**config.mk**
```make
export PLATFORM = sky130hd
export DESIGN_NAME = multiplier_4_bits_seq
export DESIGN_NICKNAME = d
export VERILOG_FILES = /design/src/rtl/multiplier_pkg.sv /design/src/rtl/multiplier_4_bits_seq_mult_add_stage.sv /design/src/rtl/multiplier_4_bits_seq.sv
export SDC_FILE = /design/constraint.sdc
export NUM_CORES = 1
export LEC_CHECK = 0
export BUFFER_PORTS_ARGS = -buffer_cell sky130_fd_sc_hd__buf_2
export CAP_MARGIN = 20
export CORE_UTILIZATION = 57
export CTS_BUF_LIST = sky130_fd_sc_hd__clkbuf_4
export CTS_CLUSTER_SIZE = 30
export DETAILED_ROUTE_END_ITERATION = 12
export PLACE_DENSITY_LB_ADDON = 0.3
export SYNTH_ARGS = -nofsm -noshare
export SYNTH_HDL_FRONTEND = slang
export SYNTH_SLANG_ARGS = --single-unit
```
**constraint.sdc**
```tcl
create_clock -name clk -period 3.5 [get_ports clk]
set_input_delay 0 -clock clk [delete_from_list [all_inputs] [get_ports clk]]
set_output_delay 0 -clock clk [all_outputs]
set_load 0.01 [all_outputs]
```
**src/rtl/multiplier_pkg.sv**
```systemverilog
`default_nettype none
// ============================================================================
//  Module      : multiplier_pkg
//  Description : Shared widths and state encoding for the sequential 4-bit
//                shift-and-add multiplier.
//                  OPND_W    - operand width (a, b, r)
//                  PROD_W    - product width
//                  STEP_W    - iteration counter width
//                  STEP_LAST - counter value of the final iteration
//  Revision    : 1.0 - initial release
// ============================================================================
package multiplier_pkg;

   localparam int OPND_W = 4;
   localparam int PROD_W = 8;
   localparam int STEP_W = 2;

   localparam logic [STEP_W-1:0] STEP_LAST = STEP_W'(OPND_W - 1);

   typedef enum logic [1:0] {
      IDLE = 2'd0,
      RUN  = 2'd1,
      DONE = 2'd2
   } mult_state_t;

endpackage : multiplier_pkg
`default_nettype wire

```
**src/rtl/multiplier_4_bits_seq_mult_add_stage.sv**
```systemverilog
`default_nettype none
// ============================================================================
//  Module      : mult_add_stage
//  Description : Unsigned OPND_W + OPND_W adder with carry out, producing the
//                partial sum for one shift-and-add iteration.
//  Ports       : i_addend_a [OPND_W-1:0] - accumulator high part
//                i_addend_b [OPND_W-1:0] - multiplicand
//                o_sum      [OPND_W:0]   - {carry, sum}
//  Revision    : 1.0 - initial release
// ============================================================================
module mult_add_stage
   import multiplier_pkg::*;
(
   input  logic [OPND_W-1:0] i_addend_a,
   input  logic [OPND_W-1:0] i_addend_b,
   output logic [OPND_W:0]   o_sum
);

   assign o_sum = {1'b0, i_addend_a} + {1'b0, i_addend_b};

endmodule : mult_add_stage
`default_nettype wire

```
**src/rtl/multiplier_4_bits_seq.sv**
```systemverilog
`default_nettype none
// ============================================================================
//  Module      : multiplier_4_bits_seq
//  Description : Sequential 4-bit unsigned shift-and-add multiplier. One
//                operand pair per start, one multiplier bit per clock, 8-bit
//                product with a one-cycle done pulse.
//                Build option MULT_ADD_REMAINDER_EN adds port r and returns
//                a*b + r (used to rebuild a dividend from divider outputs).
//  Ports       : clk     - rising-edge clock
//                rst     - asynchronous active-high reset
//                start   - request, sampled only in IDLE
//                a       - multiplicand
//                b       - multiplier
//                r       - addend (MULT_ADD_REMAINDER_EN only)
//                busy    - high in RUN and DONE
//                done    - one-cycle pulse, product valid
//                product - result, held until the next completion
//  Revision    : 1.0 - initial release
// ============================================================================
module multiplier_4_bits_seq
   import multiplier_pkg::*;
(
   input  logic              clk,
   input  logic              rst,
   input  logic              start,
   input  logic [OPND_W-1:0] a,
   input  logic [OPND_W-1:0] b,
`ifdef MULT_ADD_REMAINDER_EN
   input  logic [OPND_W-1:0] r,
`endif
   output logic              busy,
   output logic              done,
   output logic [PROD_W-1:0] product
);

   mult_state_t        r_state;
   mult_state_t        w_next_state;
   logic [STEP_W-1:0]  r_step;
   logic [OPND_W-1:0]  r_mcand;
   // Accumulator: high nibble is the running partial product, low nibble the
   // not-yet-consumed multiplier bits. The ninth bit only exists as the adder
   // carry and is always zero after the shift, so it is not stored.
   logic [PROD_W-1:0]  r_acc;
   logic [PROD_W-1:0]  r_product;

   logic [OPND_W-1:0]  w_hi_seed;
   logic [OPND_W:0]    w_sum;
   logic [OPND_W:0]    w_hi_next;
   logic [PROD_W-1:0]  w_acc_shift;

`ifdef MULT_ADD_REMAINDER_EN
   // Seeding the high half with r adds r*2^4 before four right shifts,
   // which contributes exactly r to the final product.
   assign w_hi_seed = r;
`else
   assign w_hi_seed = '0;
`endif

   mult_add_stage u_add (
      .i_addend_a (r_acc[PROD_W-1:OPND_W]),
      .i_addend_b (r_mcand),
      .o_sum      (w_sum)
   );

   assign w_hi_next   = r_acc[0] ? w_sum : {1'b0, r_acc[PROD_W-1:OPND_W]};
   // Right shift of {carry, hi, lo}: bit 8 zero-fills, lsb of lo drops out.
   assign w_acc_shift = {w_hi_next, r_acc[OPND_W-1:1]};

   always_comb begin
      w_next_state = r_state;
      busy         = (r_state != IDLE);
      done         = (r_state == DONE);
      case (r_state)
         IDLE:    if (start) w_next_state = RUN;
         RUN:     if (r_step == STEP_LAST) w_next_state = DONE;
         DONE:    w_next_state = IDLE;
         default: w_next_state = IDLE;
      endcase
   end

   always_ff @(posedge clk or posedge rst) begin
      if (rst) begin
         r_state   <= IDLE;
         r_step    <= '0;
         r_mcand   <= '0;
         r_acc     <= '0;
         r_product <= '0;
      end else begin
         r_state <= w_next_state;
         case (r_state)
            IDLE: begin
               if (start) begin
                  r_mcand <= a;
                  r_acc   <= {w_hi_seed, b};
                  r_step  <= '0;
               end
            end
            RUN: begin
               r_acc  <= w_acc_shift;
               r_step <= r_step + 1'b1;
               if (r_step == STEP_LAST) r_product <= w_acc_shift;
            end
            default: ;
         endcase
      end
   end

   assign product = r_product;

endmodule : multiplier_4_bits_seq
`default_nettype wire

```
# --- Word-level counts from Yosys, hierarchy flattened ---
# Index checks and enable logic that the tools add are counted.
op_classes:
  muxes: 8
  n_reduce_logical: 7
  add_sub_neg: 2
  eq_ne: 5
ops:
  columns: ["operator", "n"]
  rows:
  - ["one-hot mux 8 bit (2 select lines)", 1]
  - ["two-way mux 8 bit", 1]
  - ["one-hot mux 2 bit (2 select lines)", 2]
  - ["AND reduction 2 bit", 4]
  - ["two-way mux 2 bit", 3]
  - ["adder 4 x 4 -> 5 bit", 1]
  - ["two-way mux 5 bit", 1]
  - ["== test 2 bit (second input constant)", 2]
  - ["inequality test 2 bit (second input constant)", 2]
  - ["nonzero test 2 bit", 2]
  - ["adder 2 x 1 -> 2 bit (second input constant)", 1]
  - ["== test 2 x 1 -> 1 bit (second input constant)", 1]
  - ["zero test 2 bit", 1]
totals:
  in_bits: 11
  register_bits: 24
  elab_cells: 27

# --- Logic depth before layout (Yosys ltp) ---
# Gate-level depths: netlist of the first run.
logic_depth:
  word_depth: 3
  ltp_mapped: 6
  mapped_depth_nobuf: 6

# --- Cells and area by module ---
# A second synthesis of the first run with hierarchy kept.
hier_totals:
  cells_unflattened: 107
  area_unflattened_um2: 1173.6
modules_own_cells:
  columns: ["mod", "n_inst", "area_per_inst_um2", "seq_area_each_um2", "cells_per_inst"]
  rows:
  - ["multiplier_4_bits_seq", 1, 1037.2, 600.6, 91]
  - ["mult_add_stage", 1, 136.4, 0.0, 16]

# --- Worst setup path after synthesis of the first run ---
# OpenSTA, ideal clock, no wires.
synth_path:
  kind: "flip-flop to flip-flop"
  startpoint: "register r_mcand[2]"
  endpoint: "register r_product[6], in the netlist product[6]"
  t_required_ns: 3.377
  arrival_time_ns: 1.444
  stages_incl_launch_ff: 6
  slack_ns: 1.933
  n_path_buf: 0
  path_cell_list: "dfrtp_1 > ha_1 > and3_1 > or3_1 > a31oi_1 > o21ai_1"
synth_between:
  elab_chain_cells: 2
synth_lines:
  columns: ["item", "line_no", "rtl"]
  rows:
  - ["from (decl)", "multiplier_4_bits_seq.sv:39", "logic [OPND_W-1:0] r_mcand;"]
  - ["from (signal assigned)", "multiplier_4_bits_seq.sv:85", "r_mcand <= '0;"]
  - ["from (signal assigned)", "multiplier_4_bits_seq.sv:93", "r_mcand <= a;"]
  - ["adder 4 x 4 -> 5 bit", "multiplier_4_bits_seq_mult_add_stage.sv:19", "assign o_sum = {1'b0, i_addend_a} + {1'b0, i_addend_b};"]
  - ["two-way mux 5 bit", "multiplier_4_bits_seq.sv:65", "assign w_hi_next = r_acc[0] ? w_sum : {1'b0, r_acc[PROD_W-1:OPND_W]};"]
  - ["to (signal assigned)", "multiplier_4_bits_seq.sv:101", "if (r_step == STEP_LAST) r_product <= w_acc_shift;"]
  - ["to (decl)", "multiplier_4_bits_seq.sv:44", "logic [PROD_W-1:0] r_product;"]
# No other way between the ends.
# A chain may end at the register's enable or synchronous reset.

# --- Worst setup path in the final report of the first run ---
layout_path:
  startpoint: "register r_acc[6]"
  endpoint: "register r_acc[6]"
layout_between:
  elab_chain_cells: 3
layout_lines:
  columns: ["item", "line_no", "rtl"]
  rows:
  - ["from (decl)", "multiplier_4_bits_seq.sv:43", "logic [PROD_W-1:0] r_acc;"]
  - ["from (signal assigned)", "multiplier_4_bits_seq.sv:94", "r_acc <= {w_hi_seed, b};"]
  - ["from (signal assigned)", "multiplier_4_bits_seq.sv:99", "r_acc <= w_acc_shift;"]
  - ["adder 4 x 4 -> 5 bit", "multiplier_4_bits_seq_mult_add_stage.sv:19", null]
  - ["two-way mux 5 bit", "multiplier_4_bits_seq.sv:65", null]
  - ["one-hot mux 8 bit (2 select lines)", "multiplier_4_bits_seq.sv:90", "case (r_state)"]
# No other way between the ends.

==> impl_metrics.py, run 1 <==
metrics = {
    "run_status": {
        "status": "complete, no violations",
    },
    "pwr": {
        "netSwitchingPower_uw": 461,
        "pwr-share-seq_pct": 44.1,
        "switching_share_pct": 40.7,
        "vdd_drop_max_uv": 514,
        "p_clk_share_pct": 10.5,
        "p_leak_uw": 0.000679,
        "internal-power_uw": 673,
        "powerDensity_mw_per_mm2": 851,
        "power_frac_comb_pct": 45.3,
    },
    "placed_design": {
        "dp_hpwl_mm": 1.35,
        "port_buffers": 20,
        "gp_congestion": 0.823,
        "pre_cts_ws_ps": 1800,
        "dp.cells": 153,
    },
    "drt": {
        "drt-pass1-iter-count": 4,
        "drtAntennaViolNets": 0,
        "viasPerCell": 5.25,
        "first_iter_violations": 9,
        "drc": 0,
        "via_count": 871,
        "wl_per_cell_um": 11.7,
        "drt_wl_total_mm": 1.94,
    },
    "setup_path": {
        "critical_path.endpoint_type": "register",
        "crit_type": "register to register",
        "slowest_delay_ps": 440,
        "cp_cell_sequence": "ha_1 > and3_1 > or3_1 > a31oi_1 > o21ai_1",
        "cp_num_buf_inv": 0,
        "ff2ff_setup_slack_ps": 1780,
        "cp.depth": 5,
        "crit_slowest_cell": "dfrtp_1",
        "cp_max_fo": 4,
        "cp.arrival_ps": 1890,
        "timing.rr.start": "r_acc[6]$_DFFE_PP0P_",
        "endpoint": "r_acc[6]$_DFFE_PP0P_",
        "startpoint": "r_acc[6]$_DFFE_PP0P_",
        "rr_worst_depth": 5,
        "worstPathRequired_ps": 3680,
        "crit_family": "simple AND/OR/NAND/NOR gates",
        "reg2reg_to": "r_acc[6]$_DFFE_PP0P_",
        "start_kind": "register",
    },
    "sta": {
        "fin_skew_ps": 2.56,
        "slew_headroom_pct": 42.3,
        "whs_ps": 194,
        "max_freq_mhz": 583,
        "fin_setup_tns_ps": 0,
        "fin_ws_ps": 1780,
        "rsz0062_at_grt": "false",
        "final_hold_viol_count": 0,
        "worstMarginPinSlew_ps": 865,
        "setup_viol": 0,
        "fin_crit_sh_pct": 49.0,
        "slew_violations": 0,
        "min_period_ps": 1720,
    },
    "die": {
        "die-area_sq_mm": 0.00217,
        "die_w_um": 46.6,
        "start_util_pct": 62.9,
        "core_area_sq_mm": 0.00180,
        "rows": 15,
        "die_h_um": 46.6,
        "ios": 21,
    },
    "synthesis": {
        "avgSynthCellArea_sq_um": 9.94,
        "yosys.area.top_type": "dfrtp_1",
        "synth_edf_count": 0,
        "synth_cells": 114,
        "synth_area_leaders": "dfrtp_1 (53%), nand2_1 (9.3%), ha_1 (5.5%)",
        "ys_warn_count": 0,
        "ys_types": 28,
        "ys_seq_area_share_pct": 53.0,
        "async_flop_share_pct": 100,
        "synth_top_cell_area_share_pct": 53.0,
        "synth-main-ff-cell": "dfrtp_1",
        "synthesis.nets": 131,
        "synthTopCellsByCount": "nand2_1 (28), dfrtp_1 (24), o21ai_0 (12)",
        "synth_most_common_cell": "nand2_1",
        "synth_area_sq_mm": 0.00113,
        "ys_seq_elements": 24,
    },
    "cells_and_area": {
        "multi_input_area_sq_um": 474,
        "syn_to_final_growth_pct": 17.7,
        "instances_no_fill": 166,
        "antenna_cells": 0,
        "drive_gt1_share_pct": 19.1,
        "post-route-util_pct": 74.0,
        "final_nets": 159,
        "ff_latch_area_sq_um": 601,
        "nFillCells": 146,
    },
    "clock_tree": {
        "clk_path_buf_depth": 2,
        "cts.sinks": 24,
        "cts_tree": "yes",
        "cts_max_level": 1,
        "cts_buffers": 3,
        "clock_latency_ps": 300,
        "cts.clk_slew.worst_paths_ps": 120,
        "root_buffer": "clkbuf_4",
        "ctsResizeCount": 0,
    },
    "flow_run": {
        "cap_viol_max_count": 0,
    },
    "global_routing": {
        "grtUsageTotal_pct": 21.7,
        "grt-ovfl-total": 0,
        "grt_pass1_vias": 824,
        "grt_first_pass_wirelength_mm": 3.37,
        "grt_max_degree": 25,
        "antenna_found_initial": 0,
    },
    "min_path": {
        "hold_class": "input port to register",
    },
}
-- timing repair --
action / in CTS / in global routing
hold buffers: 9 / 0
endpoints found under the hold margin: 32 / 0
setup buffers: 0 / 0
-- power groups by stage --
stage	Sequential, uW	Clock, uW	Combinational, uW
after floorplan	503	0	401
after global placement	501	0	487
after detailed placement	510	0	508
after CTS	502	121	520
after global routing	523	133	592
final	501	119	514
-- cell usage in the layout, fill, tap and decap left out --
cell type	instances
nand2_1	28
dfrtp_1	24
buf_2	20
o21ai_0	12
dlygate4sd3_1	9
nand3_1	6
ha_1	5
nor2_1	4
a31oi_1	4
nor2b_1	3
o21ai_1	3
inv_1	3
clkbuf_4	3
mux2_2	2
mux2i_1	2
nor2b_2	1
nand2_2	1
mux2_1	1
a21oi_1	1
nand2b_1	1
and2_1	1
xnor2_1	1
and3_1	1
a21o_1	1
or3_1	1
o211ai_1	1
fa_1	1
clkinv_1	1
-- area by class of cell --
type	instances	area share, %
Inverter	3	0.844
Timing Repair Buffer	29	14.3
Clock buffer	3	1.69
Multi-Input combinational cell	81	35.6
Sequential cell	24	45.0
Clock inverter	1	0.281
Tap cell	25	2.35
-- tightest hold or removal path: stages --
cell and delay, ps:
buf_2 100, and2_1 230, nand2_1 100, nand2_1 40
-- per-stage QoR --
stage | power, uW | instance area, sq um
after CTS | 1140 | 1330
after detailed placement | 1020 | 1220
final | 1130 | 1330
after floorplan | 905 | 1130
after global routing | 1250 | 1330
after global placement | 988 | 1220
-- cell families after synthesis --
group	Yosys count	synth area share (%)
AO/OA/AOI/OAI	22	10.6
XOR/XNOR	1	0.773
adder cells (fa/ha/maj)	6	7.28
buffers and inverters	9	5.19
flip-flops	24	53.0
multiplexers	5	4.75
AND/OR/NAND/NOR	47	18.4
-- registers in the layout (all words and copies together), names as in the netlist --
signal   count
product      8
r_acc        8
r_mcand      4
r_state      2
r_step       2
-- worst min-delay path by stage --
stage,startpoint,endpoint,slack (ps),depth (start not counted)
floorplan,rst,product[0]$_DFFE_PP0P_,10,1
global placement,a[2],r_mcand[2]$_DFFE_PP0P_,190,3
detailed placement,a[0],r_mcand[0]$_DFFE_PP0P_,190,3
CTS,start,r_mcand[1]$_DFFE_PP0P_,190,4
global route,start,r_mcand[1]$_DFFE_PP0P_,230,4
finish,start,r_mcand[3]$_DFFE_PP0P_,190,4
-- metal layers --
layer	GRT usage, %	vias up	share of wire [%]	wire length, um
met2	37.2	27	49	943
met3	3.53	2	4.5	87
met5	0	-	0	0
li1	-	436	-	-
met1	28.3	406	47	910
met4	5.29	0	0.21	4
Power figures use the tool's default switching activity.
==> inputs of run 2 (changes only) <==
--- a/config.mk
+++ b/config.mk
@@ -7,7 +7,7 @@
 export LEC_CHECK = 0
 export BUFFER_PORTS_ARGS = -buffer_cell sky130_fd_sc_hd__buf_2
 export CAP_MARGIN = 20
-export CORE_UTILIZATION = 57
+export CORE_UTILIZATION = 56
 export CTS_BUF_LIST = sky130_fd_sc_hd__clkbuf_4
 export CTS_CLUSTER_SIZE = 30
 export DETAILED_ROUTE_END_ITERATION = 12
==> constraint.sdc (replaced) <==
create_clock -name clk -period 1.6 [get_ports clk]
set_input_delay 0 -clock clk [delete_from_list [all_inputs] [get_ports clk]]
set_output_delay 0 -clock clk [all_outputs]
set_load 0.01 [all_outputs]
==> run 2 against run 1 <==
  * The run now ends with setup timing left
  * Sequential cell count unchanged
  * Sequential power up 130%
  * Fmax is 2.7% lower
  * Total power rose to 2.6 times the previous value
  * Critical endpoint is now product[6]$_DFFE_PP0P_
  * Largest power group unchanged
==> impl_metrics.py, run 2 (synthesis gave the netlist of run 1 again) <==
metrics = {
    "placed_design": {
        "pre_cts_ws_ps": -105,
        "dp.cells": 155,
        "dpl_cell_area_sq_mm": 0.00123,
        "dp_hpwl_mm": 1.50,
        "gp_congestion": 0.809,
        "port_buffers": 20,
    },
    "setup_path": {
        "ff2ff_setup_slack_ps": -160,
        "startpoint": "r_acc[5]$_DFFE_PP0P_",
        "worstPathRequired_ps": 1800,
        "start_kind": "register",
        "cp.arrival_ps": 1970,
        "crit_type": "register to register",
        "timing.rr.start": "r_acc[5]$_DFFE_PP0P_",
        "cp_max_fo": 3,
        "critical_path.endpoint_type": "register",
    },
    "pwr": {
        "p_leak_uw": 0.000716,
        "vdd_drop_max_uv": 1400,
        "powerDensity_mw_per_mm2": 2020,
    },
    "drt": {
        "drt-pass1-iter-count": 5,
        "drt_wl_total_mm": 2.65,
        "via_count": 973,
        "viasPerCell": 5.59,
        "drc": 0,
        "drtAntennaViolNets": 0,
        "wl_per_cell_um": 15.2,
        "first_iter_violations": 42,
    },
    "cells_and_area": {
        "layout_common_cells": "nand2_1 (28), dfrtp_1 (24), buf_2 (20)",
        "nFillCells": 120,
        "drive_gt1_share_pct": 28.9,
        "final_common_cell": "nand2_1",
        "syn_to_final_growth_pct": 27.7,
        "instances_no_fill": 174,
        "antenna_cells": 0,
        "ff_latch_area_sq_um": 601,
        "final_nets": 167,
        "post-route-util_pct": 80.3,
        "multi_input_area_sq_um": 528,
        "design_area_sq_mm": 0.00145,
    },
    "global_routing": {
        "grtUsageTotal_pct": 26.6,
        "antenna_found_initial": 0,
        "grt_pass1_vias": 920,
        "grt_max_degree": 25,
        "grt_first_pass_wirelength_mm": 3.93,
        "grt-ovfl-total": 0,
    },
    "die": {
        "rows": 15,
        "die_h_um": 47.0,
        "ios": 21,
        "core_area_sq_mm": 0.00180,
        "die-area_sq_mm": 0.00221,
        "die_w_um": 47.0,
        "start_util_pct": 62.9,
    },
    "min_path": {
        "hold_class": "input port to register",
        "hp-start": "start",
    },
    "clock_tree": {
        "cts.sinks": 24,
        "cts.clk_slew.worst_paths_ps": 120,
        "cts_buffers": 3,
        "cts_tree": "yes",
        "root_buffer": "clkbuf_4",
        "cts_max_level": 1,
        "clock_latency_ps": 320,
        "clk_path_buf_depth": 2,
    },
    "sta": {
        "slew_headroom_pct": 54.4,
        "slew_violations": 0,
        "fin_skew_ps": 9.44,
        "worstMarginPinSlew_ps": 684,
        "max_freq_mhz": 567,
        "min_period_ps": 1760,
        "fin_crit_sh_pct": 110,
        "final_hold_viol_count": 0,
        "rsz0062_at_grt": "true",
        "setup_viol": 4,
        "fin_ws_ps": -164,
        "whs_ps": 187,
    },
    "flow_run": {
        "cap_viol_max_count": 0,
    },
    "run_status": {
        "violations": "setup timing",
        "status": "finished with violations",
    },
}
[run 2: worst max-delay path, cell delays in order (launching register included)]
cell and delay, ps:
dfrtp_1 440, ha_1 330, and3_4 180, or3_1 340, a31oi_2 260, o21ai_1 110
[run 2: area by class of cell]
class | instances | share of cell area [%]
flip-flops and latches | 24 | 41.5
multi-input cells | 81 | 36.5
repair buffers | 37 | 17.3
well taps | 25 | 2.16
clock buffers | 3 | 1.56
inverters | 3 | 0.778
clock inverters | 1 | 0.259
[run 2: what timing repair did]
item | 4_1_cts | 5_1_grt
hold buffers | 9 | 0
setup buffers | 5 | 1
pin swaps | 2 | 8
hold endpoints to repair | 32 | 0
setup endpoints to repair | 6 | 8
resized for setup | 5 | 7
gates cloned | 0 | 0
[run 2: worst paths after layout]
path	endpoint	depth (start not counted)
setup / recovery	product[6]$_DFFE_PP0P_	5
hold / removal	r_mcand[2]$_DFFE_PP0P_	4
setup reg to reg	product[6]$_DFFE_PP0P_	5
hold reg to reg	r_mcand[3]$_DFFE_PP0P_	2
max in group asynchronous	r_mcand[2]$_DFFE_PP0P_	4
min in group asynchronous	product[2]$_DFFE_PP0P_	4
[run 2: metal layers]
| metal | share of wire (%) | vias to the layer above | track usage, % |
|---|---|---|---|
| met5 | 0 | - | 0 |
| met4 | 4.6 | 0 | 15.4 |
| met3 | 5.6 | 17 | 5.38 |
| met2 | 49 | 53 | 46.7 |
| met1 | 40 | 450 | 30.0 |
| li1 | - | 453 | - |
[run 2: through the flow]
step	power [uW]	setup TNS, ps
2_1_floorplan	1980	0
3_3_place_gp	2190	-73.9
3_5_place_dp	2280	-392
4_1_cts	2720	-56.1
5_1_grt	3110	-631
6_report	2920	-427
[run 2: power breakdown]
group / switching [uW] / internal (uW) / total, uW
logic: 815 / 708 / 1520
clock network: 179 / 91.4 / 270
registers: 239 / 893 / 1130
